### src/rtl/spi_image_loader.sv
// spi_image_loader
// Consumes the SPI byte receiver's stream, decodes the LOAD / CLEAR command
// bytes and assembles a packed binary image for the BNN inference core.
// Optional build macro IMG_CHECKSUM_EN: a load carries one extra trailing
// byte that must equal the XOR of all image bytes.
//
// state  | meaning
// IDLE   | waiting for a command byte; receiver enabled
// LOAD   | collecting image bytes (and checksum byte when enabled)
// DONE   | image complete; raises img_valid for one transition
// READY  | image presented to the core; receiver held off until img_ack
module spi_image_loader #(
  parameter int         IMG_BITS       = 1024,
  parameter logic [7:0] CMD_LOAD       = 8'hA5,
  parameter logic [7:0] CMD_CLEAR      = 8'h5A,
  parameter int         TIMEOUT_CYCLES = 100000
) (
  input  logic                clk,
  input  logic                rst_n,
  input  logic [7:0]          spi_rx_data,
  input  logic                byte_valid,
  output logic                byte_taken,
  output logic                rx_enable,
  output logic [IMG_BITS-1:0] img_bits,
  output logic                img_valid,
  input  logic                img_ack,
  output logic                load_err
);

  localparam int IMG_BYTES = IMG_BITS / 8;
  localparam int CNT_W     = $clog2(IMG_BYTES + 1);
  localparam int IDX_W     = $clog2(IMG_BITS);
  localparam int TO_W      = $clog2(TIMEOUT_CYCLES);

  typedef enum logic [1:0] {
    S_IDLE  = 2'd0,
    S_LOAD  = 2'd1,
    S_DONE  = 2'd2,
    S_READY = 2'd3
  } state_t;

  state_t            state_q, state_d;
  logic              byte_valid_q;
  logic              accept;
  logic [7:0]        rev_byte;
  logic [CNT_W-1:0]  byte_cnt;
  logic [TO_W-1:0]   to_cnt;
  logic [IDX_W-1:0]  bit_base;
  logic              data_phase;
  logic              load_end;
  logic              chk_ok;
  logic              timeout_hit;
  logic              rx_enable_d;

  // Edge-based acceptance: a lingering byte_valid never yields a second byte.
  assign accept      = byte_valid & ~byte_valid_q & rx_enable;
  assign bit_base    = IDX_W'(byte_cnt) << 3;
  assign data_phase  = byte_cnt < CNT_W'(IMG_BYTES);
  assign timeout_hit = to_cnt == TO_W'(TIMEOUT_CYCLES - 1);

`ifdef IMG_CHECKSUM_EN
  logic [7:0] chk_acc;
  // The load ends on the trailing checksum byte, after all image bytes.
  assign load_end = ~data_phase;
  assign chk_ok   = spi_rx_data == chk_acc;
`else
  assign load_end = byte_cnt == CNT_W'(IMG_BYTES - 1);
  assign chk_ok   = 1'b1;
`endif

  // Byte bit 7 is the first pixel of its group of eight.
  always_comb begin
    rev_byte = '0;
    for (int i = 0; i < 8; i++) rev_byte[i] = spi_rx_data[7-i];
  end

  // State register.
  always_ff @(posedge clk or negedge rst_n) begin
    if (!rst_n) state_q <= S_IDLE;
    else        state_q <= state_d;
  end

  // Next-state decode; an accepted byte takes priority over a timeout.
  always_comb begin
    state_d = state_q;
    case (state_q)
      S_IDLE:  if (accept && spi_rx_data == CMD_LOAD) state_d = S_LOAD;
      S_LOAD: begin
        if (accept) begin
          if (load_end) state_d = chk_ok ? S_DONE : S_IDLE;
        end else if (timeout_hit) begin
          state_d = S_IDLE;
        end
      end
      S_DONE:  state_d = S_READY;
      S_READY: if (img_ack) state_d = S_IDLE;
      default: state_d = S_IDLE;
    endcase
  end

  // Receiver is enabled only in states that can absorb a byte.
  always_comb begin
    rx_enable_d = 1'b0;
    if (state_d == S_IDLE || state_d == S_LOAD) rx_enable_d = 1'b1;
  end

  // Datapath: edge register, handshake, image buffer, counters and flags.
  always_ff @(posedge clk or negedge rst_n) begin
    if (!rst_n) begin
      byte_valid_q <= 1'b0;
      byte_taken   <= 1'b0;
      rx_enable    <= 1'b0;
      img_bits     <= '0;
      img_valid    <= 1'b0;
      load_err     <= 1'b0;
      byte_cnt     <= '0;
      to_cnt       <= '0;
`ifdef IMG_CHECKSUM_EN
      chk_acc      <= '0;
`endif
    end else begin
      byte_valid_q <= byte_valid;
      byte_taken   <= accept;
      rx_enable    <= rx_enable_d;
      case (state_q)
        S_IDLE: begin
          if (accept) begin
            if (spi_rx_data == CMD_LOAD) begin
              byte_cnt  <= '0;
              to_cnt    <= '0;
              load_err  <= 1'b0;
              img_valid <= 1'b0;
`ifdef IMG_CHECKSUM_EN
              chk_acc   <= '0;
`endif
            end else if (spi_rx_data == CMD_CLEAR) begin
              img_bits  <= '0;
              img_valid <= 1'b0;
            end
          end
        end
        S_LOAD: begin
          if (accept) begin
            to_cnt <= '0;
            if (data_phase) begin
              img_bits[bit_base +: 8] <= rev_byte;
              byte_cnt                <= byte_cnt + CNT_W'(1);
`ifdef IMG_CHECKSUM_EN
              chk_acc                 <= chk_acc ^ spi_rx_data;
`endif
            end
            if (load_end && !chk_ok) load_err <= 1'b1;
          end else if (timeout_hit) begin
            load_err <= 1'b1;
            to_cnt   <= '0;
          end else begin
            to_cnt <= to_cnt + TO_W'(1);
          end
        end
        S_DONE:  img_valid <= 1'b1;
        S_READY: if (img_ack) img_valid <= 1'b0;
        default: ;
      endcase
    end
  end

endmodule

### config.mk
export PLATFORM = sky130hd
export DESIGN_NAME = spi_image_loader
export DESIGN_NICKNAME = d
export VERILOG_FILES = /design/src/rtl/spi_image_loader.sv
export SDC_FILE = /design/constraint.sdc
export NUM_CORES = 2
export LEC_CHECK = 0
export CAP_MARGIN = 20
export CORE_AREA = 3 3 400 402
export DETAILED_ROUTE_END_ITERATION = 12
export DIE_AREA = 0 0 403 405
export SETUP_SLACK_MARGIN = 0.5
export SLEW_MARGIN = 20
export SYNTH_ARGS = -nofsm -noshare
export SYNTH_HDL_FRONTEND = slang
export SYNTH_SLANG_ARGS = --single-unit
### constraint.sdc
create_clock -name clk -period 4 [get_ports clk]
set_input_delay 1.2 -clock clk [delete_from_list [all_inputs] [get_ports clk]]
set_output_delay 1.2 -clock clk [all_outputs]
set_load 0.02 [all_outputs]
==> results.tsv <==
stage	metric	value	unit
status	status	completed	
cts	Num CTS Buffers	114	
sta	fin crit period	3.45	ns
synthesis	post-synthesis instance area	43100	sq um
cells_and_area	Post-Layout Inst Area	62200	sq um
critical_path	Critical Path Max Stage Delay	1.02	ns
power_and_ir_drop	Net Sw Power	0.00793	W
critical_path	crit-path cells	buf_4 > nor3_4 > mux2i_4 > nand2_4 > a31oi_1 > a22o_1	
sta	Final Hold Vio Count	0	
power_and_ir_drop	Flop pwr share	41.6	%
sta	Max Slew Vio Count	0	
die	row count	145	
cts	CTS max path bufs	3	
critical_path	startpoint types	flip-flop	
routing	remaining antenna violation count	0	
grt	met2 usage in global routing	42.1	%
synthesis	Synth area leaders	dfrtp_1 (61%), a22o_1 (6.4%), mux2i_1 (5.7%), nand2_1 (4.8%), o2bb2ai_1 (3.6%)	
critical_path	Worst Path Buf+Inv	1	
sta	Worst slew margin	17.0	%
synthesis	Avg Cell Area, Syn	11.7	sq um
critical_path	CP Max Fanout	10	
die	Die ar.	163000	sq um
critical_path	CP delay by family, top	compound AO/OA/AOI/OAI gates	
synthesis	Yosys top cell area share	61.3	%
synthesis	Post-Syn Instances	3691	
power_and_ir_drop	Internal Power	0.0180	W
synthesis	post-synthesis sequential area ratio	61.3	%
place	HPWL Detailed	158	mm
cts	Clk pin slew, worst setup/hold paths	0.06	ns
sta	f_max	0.290	GHz
synthesis	synth warn	0	
critical_path	CP max stage cell	a31oi_1	
die	io pins	1040	
power_and_ir_drop	pwr/cell area	416	nW/um^2
die	die height	405	um
synthesis	commonest cells in the netlist	dfrtp_1 (1056), nand2_1 (551), a22o_1 (313)	
cts	hold buffer count at CTS	0	
synthesis	Synth Net Count	3709	
grt	global routing's busiest layer	met2	
sta	period utilization	86.2	%
routing	via count	38232	
grt	total global-route track usage	25.6	%
worst_hold_path	worst hold-check path type	input port to asynchronous set/reset pin	
synthesis	Synth cell types	83	
synthesis	cell taking the most area after synthesis	dfrtp_1	
sta	RSZ-0062 raised after global routing	true	
place	Placement Cell Area	58100	sq um
routing	First-pass DRT Iterations	5	
routing	Starting DRT DRC Count	3754	
power_and_ir_drop	Tot Pwr	0.0259	W
routing	vias per cell	5.44	
critical_path	worst path required time	4.65	ns
synthesis	async set-reset flop share out of synthesis	100	%
critical_path	number of cells on the worst reg-to-reg path	6	
grt	grt met3 use	5.68	%
sta	Slew @ Worst Pin	1.24	ns
die	Core Footprint	156000	sq um
power_and_ir_drop	share of total power in the clock network	43.1	%
grt	largest net degree at the start of global routing	147	
synthesis	most frequent cell after synthesis	dfrtp_1	
cts	CTS tree	built	
power_and_ir_drop	Max VDD drop	0.381	mV
routing	wire per inst	30.8	um
sta	# setup viols final	0	
critical_path	CP arrival	4.10	ns
cells_and_area	area of the multi-input gates	15800	sq um
sta	Final Skew	0.0553	ns
critical_path	CP Capture Type	flip-flop	
grt	vias in the first global route	37855	
grt	first-pass GRT wire length	302	mm
cts	Num Clock Sinks	1056	
cells_and_area	Filler cells	14968	
grt	met1 GRT Util	32.4	%
critical_path	Setup CP Type	flip-flop to flip-flop	
routing	# DRC	0	
synthesis	Post-synth EDFFs	0	
die	Die X-Extent	403	um
cts	Max H-tree Level	3	
cells_and_area	area grow syn2layout	44.3	%
cts	CTS Root Cell	clkbuf_16	
power_and_ir_drop	Leakage	27.4	nW
cells_and_area	FF/Latch Area	26400	sq um
sta	Min Hold Slack	0.398	ns
routing	WL final	217	mm
cells_and_area	Final nets	4894	
place	port buffer count	1039	
run	Max Cap Viol	0	
grt	initial antenna violation count	13	
synthesis	#FFs+latches synth	1056	
power_and_ir_drop	Logic pwr share	15.3	%
power_and_ir_drop	Switching Fraction	30.6	%
die	Initial Util	27.6	%
cells_and_area	layout cell share with drive strength beyond 1	13.4	%
grt	GRT overflow	0	
critical_path	Critical Path Stages	6	
synthesis	Most used DFF post-synth	dfrtp_1	
place	gpl congestion	0.899	
cts	Worst-Skew Late Latency	0.78	ns
[cell families (layout without fill, tap and decap cells)]
family | count (synthesis) | count (layout) | synth area share (%)
adders and majority gates | 6 | 6 | 0.174
other | 0 | 1 | 0
xor gates and xnor gates | 11 | 11 | 0.241
muxes | 246 | 246 | 5.72
DFF | 1056 | 1056 | 61.3
buffers and inverters | 302 | 1581 | 2.83
and+or+nand+nor | 1125 | 1125 | 12.8
AOI/OAI and AO/OA | 945 | 945 | 16.9
[repair_timing]
| action | 4_1_cts | 5_1_grt |
|---|---|---|
| setup buffers | 5 | 4 |
| gates resized for setup | 1 | 7 |
| endpoints found under the hold margin | 0 | 0 |
| cloned | 0 | 0 |
| endpoints found under the setup margin | 16 | 93 |
| pin swaps | 1 | 2 |
[through the flow]
step,utilization [%],cells,setup TNS [ns],setup slack [ns]
2_1_floorplan,-,3691,0,0.795
3_3_place_gp,37.1,6807,-0.188,-0.0273
3_5_place_dp,37.1,6808,-0.545,-0.0927
4_1_cts,39.7,7023,0,0.513
5_1_grt,39.8,7029,0,0.448
6_report,39.8,7029,0,0.552
[state kept, by name, indices dropped and copies added, names as in the netlist]
name	flops
byte_cnt	8
img_bits	1024
img_valid	1
load_err	1
byte_taken	1
state_q	2
byte_valid_q	1
rx_enable	1
to_cnt	17
[per-layer routing]
metal | part of all wire [%] | wire length [um]
met1 | 40 | 86100
met3 | 7.8 | 16900
met5 | 0 | 0
met2 | 48 | 103000
met4 | 4.8 | 10500
[worst paths after layout]
check,from,to,slack (ns)
max,byte_cnt[2],img_bits[761],0.55
min,rst_n,img_bits[837],0.40
max reg2reg,byte_cnt[2],img_bits[761],0.55
min reg2reg,img_bits[825],img_bits[825],0.49
max in group asynchronous,rst_n,img_bits[580],2.48
min in group clk,img_bits[825],img_bits[825],0.49
[power by group through the flow]
stage	Sequential (W)	Clock [W]	Combinational [W]
finish	0.0108	0.0112	0.00398
global route	0.0108	0.0118	0.00415
CTS	0.0108	0.0113	0.00392
detailed placement	0.0110	0	0.00387
global placement	0.0110	0	0.00385
floorplan	0.0110	0	0.00147
[layout make-up]
cell class / instances / share of cell area [%]
clock buffers: 157 / 5.21
flip-flops and latches: 1056 / 42.5
well taps: 2058 / 4.14
repair buffers: 1348 / 21.4
diodes: 1 / 0.00402
inverters: 23 / 0.139
multi-input cells: 2333 / 25.5
clock inverters: 53 / 1.13
[cells in the final DEF (no fill, tap or decap), types with 49 or more instances in the layout]
master           synthesis  layout
clkdlybuf4s50_1          0    1030
buf_12                   0      49
nand2_1                551     548
nor4_1                  52      52
o22ai_1                 55      54
nand3_1                188     184
buf_4                    3     265
nand4_1                 99      99
clkbuf_16                0     114
dfrtp_1               1056    1056
o21ai_0                179     179
a22o_1                 313     313
nor2_1                  75      67
o2bb2ai_1              175     175
mux2i_1                244     244
(Power assumes the default switching activity.)
